===== src/rtl/imem_loader_pkg.sv =====
// imem_loader_pkg: shared types and constants for the boot-time instruction loader.
package imem_loader_pkg;

   typedef enum logic [2:0] {
      S_IDLE,
      S_LEN_LO,
      S_LEN_HI,
      S_DATA,
      S_CSUM,
      S_DONE,
      S_ERR
   } state_e;

   localparam int LEN_W          = 16;
   localparam int BYTES_PER_WORD = 4;
   localparam int CSUM_W         = 8;
   localparam int BCNT_W         = $clog2(BYTES_PER_WORD);

   function automatic logic is_recv(input state_e s);
      return s inside {S_LEN_LO, S_LEN_HI, S_DATA, S_CSUM};
   endfunction

endpackage


===== src/rtl/imem_word_packer.sv =====
// imem_word_packer: assembles little-endian bytes into 32-bit words.
module imem_word_packer
   import imem_loader_pkg::*;
(
   input  logic        clk,
   input  logic        rst,
   input  logic        clr,
   input  logic        byte_en,
   input  logic [7:0]  byte_data,
   output logic        word_valid,
   output logic [31:0] word_data
);

   logic [BCNT_W-1:0] cnt_q, cnt_d;
   logic [31:0]       sr_q, sr_d;

   // First byte lands in the low lane once all four are shifted in.
   always_comb begin
      cnt_d      = cnt_q;
      sr_d       = sr_q;
      word_data  = {byte_data, sr_q[31:8]};
      word_valid = byte_en && (cnt_q == BCNT_W'(BYTES_PER_WORD - 1));
      if (clr) begin
         cnt_d = '0;
         sr_d  = '0;
      end else if (byte_en) begin
         cnt_d = cnt_q + 1'b1;
         sr_d  = word_data;
      end
   end

   always_ff @(posedge clk) begin
      if (rst) begin
         cnt_q <= '0;
         sr_q  <= '0;
      end else begin
         cnt_q <= cnt_d;
         sr_q  <= sr_d;
      end
   end

endmodule


===== src/rtl/imem_loader.sv =====
// imem_loader: streams a length-prefixed image into instruction memory.
// Trailing checksum byte is enabled by defining IMEM_LOADER_CSUM_EN.
module imem_loader
   import imem_loader_pkg::*;
#(
   parameter int DEPTH_WORDS = 1024,
   parameter int ADDR_W      = 10
) (
   input  logic              clk,
   input  logic              rst,
   input  logic              start,
   input  logic [7:0]        byte_data,
   input  logic              byte_valid,
   output logic              byte_ready,
   output logic              wr_en,
   output logic [ADDR_W-1:0] wr_addr,
   output logic [31:0]       wr_data,
   output logic              core_rst,
   output logic              busy,
   output logic              done,
   output logic              error
);

   state_e            state_q, state_d;
   logic [LEN_W-1:0]  len_q, len_d;
   logic [LEN_W-1:0]  cnt_q, cnt_d;
   logic              rdy_q, rdy_d;
   logic              wr_en_q, wr_en_d;
   logic [ADDR_W-1:0] wr_addr_q, wr_addr_d;
   logic [31:0]       wr_data_q, wr_data_d;
   logic              core_rst_q, core_rst_d;
   logic              busy_q, busy_d;
   logic              done_q, done_d;
   logic              error_q, error_d;
`ifdef IMEM_LOADER_CSUM_EN
   logic [CSUM_W-1:0] csum_q, csum_d;
`endif

   logic             xfer, clr, fin, pk_en, word_valid;
   logic [31:0]      word_data;
   logic [LEN_W-1:0] n;

   imem_word_packer u_packer (
      .clk        (clk),
      .rst        (rst),
      .clr        (clr),
      .byte_en    (pk_en),
      .byte_data  (byte_data),
      .word_valid (word_valid),
      .word_data  (word_data)
   );

   always_comb begin
      state_d   = state_q;
      len_d     = len_q;
      cnt_d     = cnt_q;
      wr_en_d   = 1'b0;
      wr_addr_d = wr_addr_q;
      wr_data_d = wr_data_q;
      done_d    = done_q;
      error_d   = error_q;
`ifdef IMEM_LOADER_CSUM_EN
      csum_d    = csum_q;
`endif
      xfer  = byte_valid && rdy_q;
      pk_en = xfer && (state_q == S_DATA);
      clr   = 1'b0;
      fin   = 1'b0;
      n     = {byte_data, len_q[7:0]};
      unique case (state_q)
         S_IDLE, S_DONE, S_ERR: begin
            if (start) begin
               state_d = S_LEN_LO;
               done_d  = 1'b0;
               error_d = 1'b0;
               cnt_d   = '0;
               clr     = 1'b1;
`ifdef IMEM_LOADER_CSUM_EN
               csum_d  = '0;
`endif
            end
         end
         S_LEN_LO: begin
            if (xfer) begin
               len_d[7:0] = byte_data;
               state_d    = S_LEN_HI;
            end
         end
         S_LEN_HI: begin
            if (xfer) begin
               len_d = n;
               if (int'(n) > DEPTH_WORDS) begin
                  state_d = S_ERR;
                  error_d = 1'b1;
               end else if (n == '0) begin
                  fin = 1'b1;
               end else begin
                  state_d = S_DATA;
               end
            end
         end
         S_DATA: begin
`ifdef IMEM_LOADER_CSUM_EN
            if (xfer) csum_d = csum_q + byte_data;
`endif
            if (word_valid) begin
               wr_en_d   = 1'b1;
               wr_addr_d = cnt_q[ADDR_W-1:0];
               wr_data_d = word_data;
               cnt_d     = cnt_q + 1'b1;
               fin       = (cnt_q == len_q - 1'b1);
            end
         end
`ifdef IMEM_LOADER_CSUM_EN
         S_CSUM: begin
            if (xfer) begin
               if (byte_data == csum_q) begin
                  state_d = S_DONE;
                  done_d  = 1'b1;
               end else begin
                  state_d = S_ERR;
                  error_d = 1'b1;
               end
            end
         end
`endif
         default: state_d = S_IDLE;
      endcase
      if (fin) begin
`ifdef IMEM_LOADER_CSUM_EN
         state_d = S_CSUM;
`else
         state_d = S_DONE;
         done_d  = 1'b1;
`endif
      end
      rdy_d      = is_recv(state_d);
      busy_d     = is_recv(state_d);
      // Lags DONE by a cycle so the last write lands before the first fetch.
      core_rst_d = (state_q != S_DONE);
   end

   always_ff @(posedge clk) begin
      if (rst) begin
         state_q    <= S_IDLE;
         len_q      <= '0;
         cnt_q      <= '0;
         rdy_q      <= 1'b0;
         wr_en_q    <= 1'b0;
         wr_addr_q  <= '0;
         wr_data_q  <= '0;
         core_rst_q <= 1'b1;
         busy_q     <= 1'b0;
         done_q     <= 1'b0;
         error_q    <= 1'b0;
`ifdef IMEM_LOADER_CSUM_EN
         csum_q     <= '0;
`endif
      end else begin
         state_q    <= state_d;
         len_q      <= len_d;
         cnt_q      <= cnt_d;
         rdy_q      <= rdy_d;
         wr_en_q    <= wr_en_d;
         wr_addr_q  <= wr_addr_d;
         wr_data_q  <= wr_data_d;
         core_rst_q <= core_rst_d;
         busy_q     <= busy_d;
         done_q     <= done_d;
         error_q    <= error_d;
`ifdef IMEM_LOADER_CSUM_EN
         csum_q     <= csum_d;
`endif
      end
   end

   assign byte_ready = rdy_q;
   assign wr_en      = wr_en_q;
   assign wr_addr    = wr_addr_q;
   assign wr_data    = wr_data_q;
   assign core_rst   = core_rst_q;
   assign busy       = busy_q;
   assign done       = done_q;
   assign error      = error_q;

endmodule


===== config.mk =====
export PLATFORM = sky130hd
export DESIGN_NAME = imem_loader
export DESIGN_NICKNAME = d
export VERILOG_FILES = /design/src/rtl/imem_loader_pkg.sv /design/src/rtl/imem_word_packer.sv /design/src/rtl/imem_loader.sv
export SDC_FILE = /design/constraint.sdc
export NUM_CORES = 1
export LEC_CHECK = 0
export CAP_MARGIN = 30
export CORE_UTILIZATION = 60
export CTS_CLUSTER_DIAMETER = 200
export DETAILED_ROUTE_END_ITERATION = 6
export PLACE_DENSITY = 0.93
export SETUP_SLACK_MARGIN = 0.02
export SKIP_CTS_REPAIR_TIMING = 1
export SYNTH_ARGS = -nofsm -noshare
export SYNTH_HDL_FRONTEND = slang
export SYNTH_HIERARCHICAL = 1
export SYNTH_SLANG_ARGS = --single-unit
export TNS_END_PERCENT = 100

===== constraint.sdc =====
create_clock -name clk -period 9.05 [get_ports clk]
set_clock_uncertainty 0.2 [all_clocks]
set_input_delay 2.715 -clock clk [delete_from_list [all_inputs] [get_ports clk]]
set_output_delay 2.715 -clock clk [all_outputs]
set_load 0.05 [all_outputs]

* Yosys cells after proc, flatten, opt, wreduce, memory -nomap -nowiden
Index checks and enable logic that the tools add are counted.
** Word-level totals
- Flip-flop bits (word level) :: 116
- Input bits :: 12
- Output and inout port bits :: 48
- Word-level logic and storage cells :: 80
** Operators by class
- Add/subtract/negate cells :: 3
- Magnitude comparators :: 1
- Eq/ne operators :: 16
- Muxes and demuxes :: 26
- Bitwise operators :: 2
- Reductions and logical operators :: 19
** Operators with widths (number)
- 2-to-1 mux 16 bit :: 2
- one-hot mux 16 bit (2 select lines) :: 1
- 2-to-1 mux 3 bit :: 6
- adder 16 x 1 -> 16 bit, second input constant :: 1
- == test 16 bit :: 1
- greater-than comparator 16 x 11 -> 1 bit, second input constant :: 1
- zero test 16 bit :: 1
- one-hot mux 8 bit (2 select lines) :: 1
- subtractor 16 x 1 -> 16 bit, second input constant :: 1
- == test 3 x 2 -> 1 bit, second input constant :: 4
- 2-to-1 mux 1 bit :: 12
- one-hot mux 3 bit (4 select lines) :: 1
- == test 3 bit, second input constant :: 3
- 2-to-1 mux 8 bit :: 1
- nonzero test 2 bit :: 4
- == test 3 x 1 -> 1 bit, second input constant :: 2
- inequality test 2 bit, second input constant :: 3
- AND reduction 2 bit :: 3
- AND reduction 3 bit :: 2
- one-hot mux 1 bit (2 select lines) :: 2
- AND reduction 4 bit :: 1
- nonzero test 4 bit :: 1
- OR reduction 2 bit :: 2
- logical AND 1 bit :: 3
- other kinds (7) :: 8

* Logic depth before layout (Yosys ltp)
Gate-level depths: netlist of the first run.
- Word-level depth :: 8
- Depth in mapped cells :: 14
- Depth with buffers taken out :: 10

* Modules after synthesis
The synthesis of the first run kept the hierarchy.
** By module, submodules not included
- imem_loader :: instances 1, cells each 464, area an instance 3807.4 µm², sequential area each 1641.6 µm²
- imem_word_packer :: instances 1, cells each 95, area an instance 1039.7 µm², sequential area each 520.5 µm²

* Worst setup path before layout of the first run
OpenSTA, ideal clock, no wires.
- Path kind :: input to register
- Start :: input port byte_valid
- End :: register cnt_q[7] (netlist name)
- Setup time :: 0.128 ns
- Arrival :: 4.654 ns
- Required time :: 8.722 ns
- Slack :: 4.069 ns
- Stages on the path :: 13
- Buffers on the path :: 3
- Path through :: nand2_1 nor3_1 buf_6 buf_6 and2_1 nor2b_1 a22oi_1 mux2i_1 and4_1 buf_2 and3_1 xnor2_1 nor2_1
** RTL lines
- from (decl) :: line imem_loader.sv:13 : input logic byte_valid,

==> flow_metrics.env, run 1 <==
export IMPL_status="finished clean"
export IMPL_synth_edf_count=0
export IMPL_hold_viol_final=0
export IMPL_syn_area_um2=4850
export IMPL_p_int_uw=632
export IMPL_switching_share=0.253
export IMPL_setup_viol=0
export IMPL_rr_endpoint="cnt_q[7]$_SDFFE_PP0P_"
export IMPL_hold_class="flip-flop to flip-flop"
export IMPL_synthCells=559
export IMPL_die_x_um=91.9
export IMPL_dieArea_um2=8440
export IMPL_rows=32
export IMPL_fmaxAchievable_mhz=184
export IMPL_yosys_top_cells_area="dfxtp_1 (45%), mux2i_1 (8.3%), nand2_1 (7.9%)"
export IMPL_path_clk_slew_ns=0.11
export IMPL_wl_per_cell_um=16.0
export IMPL_max_slew_margin_rel=0.400
export IMPL_grt_overflow=0
export IMPL_initial_utilization=0.624
export IMPL_clock_sinks=108
export IMPL_async_reset_ff_frac=0
export IMPL_drv_cap=0
export IMPL_via_per_inst=5.73
export IMPL_fin_setup_tns_ns=0
export IMPL_synth_top_area_share=0.446
export IMPL_synth_fp_nets=574
export IMPL_routed_wl_mm=11.1
export IMPL_rsz0062_at_grt="false"
export IMPL_syn_area_per_cell_um2=8.67
export IMPL_portBuffers=59
export IMPL_yosysSeqAreaShare=0.446
export IMPL_grt_pass1_wl_mm=18.5
export IMPL_layout_drive_gt1_share=0.0726
export IMPL_cts_tree="built"
export IMPL_drc=0
export IMPL_ys_ff_latch=108
export IMPL_cts_root_buf="clkbuf_8"
export IMPL_required_ns=9.11
export IMPL_cts_buffer_depth=2
export IMPL_peakVddDrop_v=0.000127
export IMPL_worstHoldStart="wr_data[25]$_SDFFE_PP0P_"
export IMPL_io_pins=60
export IMPL_gp_congestion=0.860
export IMPL_worst_pin_slew_ns=0.900
export IMPL_die_h_um=91.9
export IMPL_cp_start_kind="input port"
export IMPL_grt_use_total=0.277
export IMPL_nets=603
export IMPL_drtPass1Iterations=6
export IMPL_hold_end="wr_data[25]$_SDFFE_PP0P_"
export IMPL_htreeDepth=3
export IMPL_hold_depth=2
export IMPL_drtAntennaViolNets=0
export IMPL_whs_ns=0.262
export IMPL_hpwl_mm=7.58
export IMPL_clockPowerShare=0.363
export IMPL_worstPathArrival_ns=5.50
export IMPL_p_leak_nw=1.94
export IMPL_cp_max_fo=27
export IMPL_grt_pass1_vias=3818
export IMPL_p_sw_uw=214
export IMPL_combPwrFrac=0.068
export IMPL_vias=3980
export IMPL_clk_latency_ns=0.38
export IMPL_synth_flop_cell="dfxtp_1"
export IMPL_antenna_found_initial=0
export IMPL_p_per_area_nw_per_um2=153
export IMPL_worst_r2r_path_depth=11
export IMPL_grt_max_degree=68
export IMPL_seqPwrFrac=0.569
export IMPL_core_area_um2=7770
export IMPL_fin_crit_sh=0.601
export IMPL_insertedDiodeCount=0
export IMPL_ys_types=52
export IMPL_r2r_start="state_q[0]$_SDFF_PP0_"
export IMPL_drt_initial_drc_count=242
export IMPL_slew_viol_final=0
export IMPL_yosysTopAreaCell="dfxtp_1"
export IMPL_yosys_warnings=6
export IMPL_fin_crit_ns=5.44
export IMPL_cp_end_kind="flip-flop"
export IMPL_cts_made_buffers=9
export IMPL_reg2reg_slack_ns=5.61
export IMPL_path_class="input port to flip-flop"
export IMPL_syn_to_final_growth_pct=14.4
sequential cells by signal, indices dropped and copies added, names as in the netlist, 2 cells and up:
register	cells
wr_data	32
u_packer/sr_q	24
len_q	16
state_q	3
wr_addr	10
u_packer/cnt_q	2
cnt_q	16
critical path, cell delays in order:
cell	delay (ns)
clkdlybuf4s50_1	0.45
nand2_1	0.13
nor3_2	0.13
buf_4	0.40
and2_1	0.19
nor2b_1	0.21
a22oi_1	0.10
mux2i_1	0.37
and4_1	0.40
and3_1	0.21
xnor2_1	0.12
nor2_1	0.05
worst max-delay path by stage:
stage / start / to / slack, ns / cells past startpoint
6_report: byte_valid / cnt_q[7]$_SDFFE_PP0P_ / 3.61 / 12
5_1_grt: byte_valid / cnt_q[7]$_SDFFE_PP0P_ / 3.41 / 12
2_1_floorplan: byte_valid / cnt_q[7]$_SDFFE_PP0P_ / 4.07 / 13
3_3_place_gp: byte_valid / cnt_q[7]$_SDFFE_PP0P_ / 3.37 / 12
3_5_place_dp: byte_valid / cnt_q[7]$_SDFFE_PP0P_ / 3.23 / 12
4_1_cts: byte_valid / cnt_q[7]$_SDFFE_PP0P_ / 3.63 / 12
cells in the mapped netlist (all sizes together), types with 3 or more instances:
cell	n
and3	5
nand4	12
mux2	3
o21a	3
a21oi	54
clkbuf	22
nor4	10
dfxtp	108
o21ai	3
nor2b	3
nand3	8
nor3	6
buf	25
xor2	20
ha	3
nor2	78
mux2i	40
nand2	102
xnor2	19
inv	8
and4	3
placed cells by master (no fill, tap or decap), drive strengths merged, types with 5 or more instances in the layout:
cell             n
xnor2           19
mux2i           40
clkbuf           9
nor2            78
nand4           12
nand2          102
clkdlybuf4s50   58
a21oi           54
nor3             6
xor2            20
inv             12
and3             5
dfxtp          108
buf              7
nor4            10
nand3            8
logic make-up (layout without fill, tap and decap cells):
kind of cell	Yosys count	in the layout	share of synthesized area
fa+ha+maj	3	3	0.00774
simple gates	238	238	0.233
mux	43	43	0.0896
compound gates	73	73	0.0857
buf+inv	55	88	0.0648
flops	108	108	0.446
xor+xnor	39	39	0.0736
power groups by stage:
| stage | Clock, mW | Sequential [mW] | Combinational [mW] |
|---|---|---|---|
| 4_1_cts | 0.308 | 0.481 | 0.0570 |
| 3_3_place_gp | 0 | 0.492 | 0.0545 |
| 3_5_place_dp | 0 | 0.492 | 0.0562 |
| 6_report | 0.307 | 0.482 | 0.0578 |
| 5_1_grt | 0.329 | 0.482 | 0.0621 |
| 2_1_floorplan | 0 | 0.491 | 0.0466 |
stage by stage:
step | cell area, um2 | setup WS, ns | cells | total power [mW] | util
after floorplan | 4850 | 4.07 | 559 | 0.538 | -
after global placement | 5340 | 3.37 | 679 | 0.547 | 0.688
after detailed placement | 5340 | 3.23 | 679 | 0.549 | 0.688
after CTS | 5540 | 3.63 | 694 | 0.847 | 0.714
after global routing | 5540 | 3.41 | 694 | 0.873 | 0.714
final | 5540 | 3.61 | 694 | 0.846 | 0.714
final cells by class:
class | instances | area, um2
Clock buffer | 9 | 124
Clock inverter | 6 | 78.8
Fill cell | 552 | 2220
Inverter | 8 | 30.0
Multi-Input combinational cell | 396 | 2390
Sequential cell | 108 | 2160
Tap cell | 102 | 128
Timing Repair Buffer | 65 | 631
routing by layer:
metal / part of all wire / up-vias / track usage
met5: 0 / - / 0
met4: 0.023 / 0 / 0.113
met3: 0.051 / 26 / 0.0531
met2: 0.50 / 127 / 0.462
met1: 0.42 / 1908 / 0.351
li1: - / 1919 / -
(Power assumes the default switching activity.)
==> run 2, diff against run 1 <==
--- a/config.mk
+++ b/config.mk
@@ -6,10 +6,10 @@
 export NUM_CORES = 1
 export LEC_CHECK = 0
 export CAP_MARGIN = 30
-export CORE_UTILIZATION = 60
+export CORE_UTILIZATION = 50
 export CTS_CLUSTER_DIAMETER = 200
 export DETAILED_ROUTE_END_ITERATION = 6
-export PLACE_DENSITY = 0.93
+export PLACE_DENSITY = 0.84
 export SETUP_SLACK_MARGIN = 0.02
 export SKIP_CTS_REPAIR_TIMING = 1
 export SYNTH_ARGS = -nofsm -noshare
==> constraint.sdc (replaced) <==
create_clock -name clk -period 5 [get_ports clk]
set_clock_uncertainty 0.2 [all_clocks]
set_input_delay 1.5 -clock clk [delete_from_list [all_inputs] [get_ports clk]]
set_output_delay 1.5 -clock clk [all_outputs]
set_load 0.05 [all_outputs]
==> flow_metrics.env, run 2 (same netlist as run 1, synthesis figures left out) <==
export IMPL_cts_root_buf="clkbuf_8"
export IMPL_core_area_um2=9330
export IMPL_drtAntennaViolNets=0
export IMPL_worstHoldStart="wr_data[1]$_SDFFE_PP0P_"
export IMPL_die_h_um=100
export IMPL_layout_commonest_cell="dfxtp_1"
export IMPL_p_int_mw=1.10
export IMPL_rsz0062_at_grt="false"
export IMPL_drv_cap=0
export IMPL_hold_viol_final=0
export IMPL_grt_pass1_vias=3771
export IMPL_setup_viol=0
export IMPL_syn_to_final_growth_pct=15.1
export IMPL_max_stage_delay_ns=0.45
export IMPL_drt_initial_drc_count=165
export IMPL_clockPowerShare=0.349
export IMPL_hold_depth=2
export IMPL_hold_end="wr_data[1]$_SDFFE_PP0P_"
export IMPL_htreeDepth=3
export IMPL_drtPass1Iterations=4
export IMPL_fmaxAchievable_mhz=262
export IMPL_layout_drive_gt1_share=0.0725
export IMPL_initial_utilization=0.520
export IMPL_fin_crit_ns=3.81
export IMPL_cts_made_buffers=9
export IMPL_cp_end_kind="flip-flop"
export IMPL_insertedDiodeCount=0
export IMPL_final_cell_mix="dfxtp_1 (108), nand2_1 (102), nor2_1 (77)"
export IMPL_path_class="input port to flip-flop"
export IMPL_grt_pass1_wl_mm=18.0
export IMPL_antenna_found_initial=0
export IMPL_cts_buffer_depth=2
export IMPL_worst_r2r_path_depth=10
export IMPL_status="finished clean"
export IMPL_drc=0
export IMPL_required_ns=5.05
export IMPL_portBuffers=59
export IMPL_worst_pin_slew_ns=0.875
export IMPL_final_util=0.598
export IMPL_cp_max_fo=7
export IMPL_io_pins=60
export IMPL_cts_tree="built"
export IMPL_seqPwrFrac=0.581
export IMPL_p_sw_uw=398
export IMPL_grt_overflow=0
export IMPL_switching_share=0.265
export IMPL_routed_wl_mm=10.8
export IMPL_reg2reg_slack_ns=1.98
export IMPL_clock_sinks=108
export IMPL_combPwrFrac=0.069
export IMPL_gp_congestion=0.855
export IMPL_dieArea_um2=10100
export IMPL_path_clk_slew_ns=0.11
export IMPL_slowest_stage="clkdlybuf4s50_1"
export IMPL_hpwl_mm=7.69
export IMPL_die_x_um=100
export IMPL_grt_max_degree=45
export IMPL_vias=3889
export IMPL_rows=35
export IMPL_fin_setup_tns_ns=0
export IMPL_clk_latency_ns=0.38
export IMPL_cp_start_kind="input port"
export IMPL_r2r_start="state_q[0]$_SDFF_PP0_"
export IMPL_hold_class="flip-flop to flip-flop"
export IMPL_path_cells="clkdlybuf4s50_1 > nand2_1 > nor3_2 > and2_1 > nor2b_1 > a22oi_1 > mux2i_1 > and4_1 > and3_1 > xnor2_1 > nor2_1"
export IMPL_grt_use_total=0.226
export IMPL_largest_reg_flops=32
export IMPL_wl_per_cell_um=14.9
export IMPL_num_fill_cells=776
export IMPL_max_slew_margin_rel=0.417
export IMPL_nets=603
export IMPL_fin_crit_sh=0.763
export IMPL_p_per_area_nw_per_um2=269
export IMPL_worstPathArrival_ns=3.86
export IMPL_peakVddDrop_v=0.000173
export IMPL_slew_viol_final=0
export IMPL_p_leak_nw=1.94
export IMPL_rr_endpoint="cnt_q[7]$_SDFFE_PP0P_"
export IMPL_via_per_inst=5.39
run 2: changes by cell type in the layout (fill, tap and decap cells not counted):
cell	change
buf_12	+1
buf_4	-1
bufinv_16	-1
clkbuf_1	+1
clkinv_8	+1
run 2: layout make-up:
type	count	area [um2]	area share
repair buffers	65	643	0.115
multi-input cells	396	2390	0.428
flip-flops and latches	108	2160	0.387
clock buffers	10	128	0.0229
well taps	129	161	0.0289
clock inverters	6	65.1	0.0117
inverters	8	30.0	0.00538
run 2: worst max-delay path by stage:
stage                     from               endpoint
global route        byte_valid  cnt_q[7]$_SDFFE_PP0P_
global placement    byte_valid  cnt_q[7]$_SDFFE_PP0P_
CTS                 byte_valid  cnt_q[7]$_SDFFE_PP0P_
detailed placement  byte_valid  cnt_q[7]$_SDFFE_PP0P_
floorplan           byte_valid  cnt_q[7]$_SDFFE_PP0P_
finish              byte_valid  cnt_q[7]$_SDFFE_PP0P_
run 2: critical path: cells and delay by family:
kind / cells / cell delay (ns)
muxes: 1 / 0.37
xor gates and xnor gates: 1 / 0.13
and+or+nand+nor: 7 / 1.29
AOI/OAI and AO/OA: 1 / 0.10
buffers and inverters: 1 / 0.45
run 2: routing by layer:
layer / vias to the layer above / part of all wire / GRT usage / routed length, um
li1: 1920 / - / - / -
met1: 1855 / 0.42 / 0.272 / 4560
met2: 91 / 0.51 / 0.389 / 5460
met3: 23 / 0.046 / 0.0437 / 491
met4: 0 / 0.025 / 0.104 / 272
met5: - / 0 / 0 / 0
run 2: through the flow:
stage               setup slack, ns  hold WS [ns]  total power, mW  cell area, um2  instances
floorplan                      1.23         0.231            0.973            4850        559
global placement              0.952         0.244            0.991            5390        706
detailed placement            0.828         0.247            0.995            5390        706
CTS                            1.23         0.263             1.51            5580        722
global route                   1.00         0.280             1.56            5580        722
finish                         1.19         0.259             1.50            5580        722
run 2: power by group through the flow:
stage	Clock, mW	Sequential [mW]	Combinational [mW]
after floorplan	0	0.889	0.0843
after global placement	0	0.891	0.101
after detailed placement	0	0.891	0.104
after CTS	0.530	0.871	0.104
after global routing	0.571	0.873	0.113
final	0.524	0.872	0.104
==> run 3, diff against run 2 <==
==> constraint.sdc (replaced) <==
create_clock -name clk -period 3.4 [get_ports clk]
set_clock_uncertainty 0.2 [all_clocks]
set_input_delay 1.02 -clock clk [delete_from_list [all_inputs] [get_ports clk]]
set_output_delay 1.02 -clock clk [all_outputs]
set_load 0.05 [all_outputs]
==> flow_metrics.env, run 3 (same netlist as run 1, synthesis figures left out) <==
export IMPL_status="finished clean"
export IMPL_wl_per_cell_um=15.0
export IMPL_max_slew_margin_rel=0.633
export IMPL_required_ns=3.51
export IMPL_layout_drive_gt1_share=0.0956
export IMPL_core_area_um2=9330
export IMPL_worst_pin_slew_ns=0.549
export IMPL_worstPathArrival_ns=3.22
export IMPL_path_class="input port to flip-flop"
export IMPL_busiest_layer="met2"
export IMPL_multi_input_area_um2=2390
export IMPL_drv_cap=0
export IMPL_routed_wl_mm=11.1
export IMPL_hold_viol_final=0
export IMPL_reg2reg_slack_ns=0.47
export IMPL_p_int_mw=1.62
export IMPL_clk_latency_ns=0.37
export IMPL_grt_use_total=0.228
export IMPL_hpwl_mm=7.86
export IMPL_setup_viol=0
export IMPL_r2r_start="state_q[0]$_SDFF_PP0_"
export IMPL_clockPowerShare=0.335
export IMPL_p_leak_nw=2.00
export IMPL_vias=3960
export IMPL_via_per_inst=5.38
export IMPL_final_cell_mix="dfxtp_1 (108), nand2_1 (102), nor2_1 (77)"
export IMPL_rr_endpoint="state_q[2]$_SDFF_PP0_"
export IMPL_grt_overflow=0
export IMPL_cts_buffer_depth=2
export IMPL_insertedDiodeCount=0
export IMPL_seqPwrFrac=0.589
export IMPL_drc=0
export IMPL_cp_start_kind="input port"
export IMPL_path_cells="clkdlybuf4s50_1 > nand2_1 > nor3_2 > and2_1 > nor2b_1 > buf_4 > nand3_1 > nor4_1 > nand4_1 > nor4_4 > o31a_1"
export IMPL_cts_made_buffers=9
export IMPL_fin_crit_sh=0.915
export IMPL_cp_max_fo=4
export IMPL_slew_viol_final=0
export IMPL_fmaxAchievable_mhz=322
export IMPL_grt_pass1_wl_mm=18.0
export IMPL_place_inst=721
export IMPL_rsz0062_at_grt="false"
export IMPL_antenna_found_initial=0
export IMPL_final_util=0.609
export IMPL_nets=618
export IMPL_hold_class="flip-flop to flip-flop"
export IMPL_combPwrFrac=0.076
export IMPL_drt_initial_drc_count=229
export IMPL_switching_share=0.257
export IMPL_largest_reg_flops=32
export IMPL_path_clk_slew_ns=0.11
export IMPL_crit_end="state_q[2]$_SDFF_PP0_"
export IMPL_use_met1=0.273
export IMPL_cp_end_kind="flip-flop"
export IMPL_p_per_area_nw_per_um2=383
export IMPL_initial_utilization=0.520
export IMPL_syn_to_final_growth_pct=17.2
export IMPL_cp_startpoint="byte_valid"
export IMPL_p_sw_uw=560
export IMPL_final_cells=736
export IMPL_peakVddDrop_v=0.000276
export IMPL_portBuffers=59
export IMPL_max_stage_delay_ns=0.45
export IMPL_cts_tree="built"
export IMPL_num_fill_cells=781
export IMPL_seqCellArea_um2=2160
export IMPL_gp_congestion=0.826
export IMPL_clock_sinks=108
export IMPL_drtAntennaViolNets=0
export IMPL_grtUsageMet2=0.398
export IMPL_worst_r2r_path_depth=10
export IMPL_grt_max_degree=45
export IMPL_drtPass1Iterations=5
export IMPL_met3_usage=0.0569
export IMPL_fin_crit_ns=3.11
export IMPL_io_pins=60
export IMPL_rows=35
export IMPL_die_h_um=100
export IMPL_htreeDepth=3
export IMPL_die_x_um=100
export IMPL_dieArea_um2=10100
export IMPL_cts_root_buf="clkbuf_8"
export IMPL_slowest_stage="clkdlybuf4s50_1"
export IMPL_layout_commonest_cell="dfxtp_1"
export IMPL_grt_pass1_vias=3809
[run 3: cell count changes in the layout (fill, tap and decap cells not counted)]
cell,delta
buf_4,+15
clkbuf_1,-1
clkinv_4,+1
clkinv_8,-1
clkinvlp_4,+1
inv_6,-1
[run 3: how the worst min path moves through the flow]
stage | from | to | slack (ns) | depth (start not counted)
2_1_floorplan | u_packer/sr_q[8]$_SDFFE_PP0P_ | wr_data[0]$_SDFFE_PP0P_ | 0.23 | 2
3_3_place_gp | wr_addr[9]$_SDFFE_PP0P_ | wr_addr[9]$_SDFFE_PP0P_ | 0.24 | 2
3_5_place_dp | wr_data[17]$_SDFFE_PP0P_ | wr_data[17]$_SDFFE_PP0P_ | 0.25 | 2
4_1_cts | u_packer/sr_q[12]$_SDFFE_PP0P_ | wr_data[4]$_SDFFE_PP0P_ | 0.26 | 2
5_1_grt | wr_data[19]$_SDFFE_PP0P_ | wr_data[19]$_SDFFE_PP0P_ | 0.28 | 2
6_report | wr_data[1]$_SDFFE_PP0P_ | wr_data[1]$_SDFFE_PP0P_ | 0.26 | 2
[run 3: stage by stage]
step                      hold slack [ns]  setup TNS (ns)  instance area, um2  power (mW)  worst slack (ns)
final                               0.259               0                5680        2.18             0.290
after global routing                0.282               0                5680        2.26             0.112
after CTS                           0.260               0                5680        2.19             0.294
after detailed placement            0.248          -0.448                5500        1.47           -0.0826
after global placement              0.244               0                5500        1.47            0.0197
after floorplan                     0.231               0                4850        1.43             0.114
[run 3: power by group through the flow]
stage | Clock [mW] | Sequential (mW) | Combinational [mW]
floorplan | 0 | 1.31 | 0.124
detailed placement | 0 | 1.31 | 0.163
global route | 0.796 | 1.28 | 0.178
global placement | 0 | 1.31 | 0.160
finish | 0.729 | 1.28 | 0.165
CTS | 0.744 | 1.28 | 0.164
[run 3: area by class of cell]
class	count	share of cell area
multi-input combinational	396	0.421
sequential	108	0.381
timing repair buffer	80	0.133
tap	129	0.0284
clock buffer	9	0.0218
clock inverter	6	0.00991
inverter	8	0.00529
[run 3: worst max-delay path: cells and delay by family]
kind	cells	cell delay, ns
AND/OR/NAND/NOR	8	1.42
buffers and inverters	2	0.59
AO/OA/AOI/OAI	1	0.19
[run 3: layer usage]
metal / share of wire / up-vias
met4: 0.024 / 0
met2: 0.51 / 111
met1: 0.42 / 1881
met5: 0 / -
met3: 0.051 / 27
li1: - / 1941
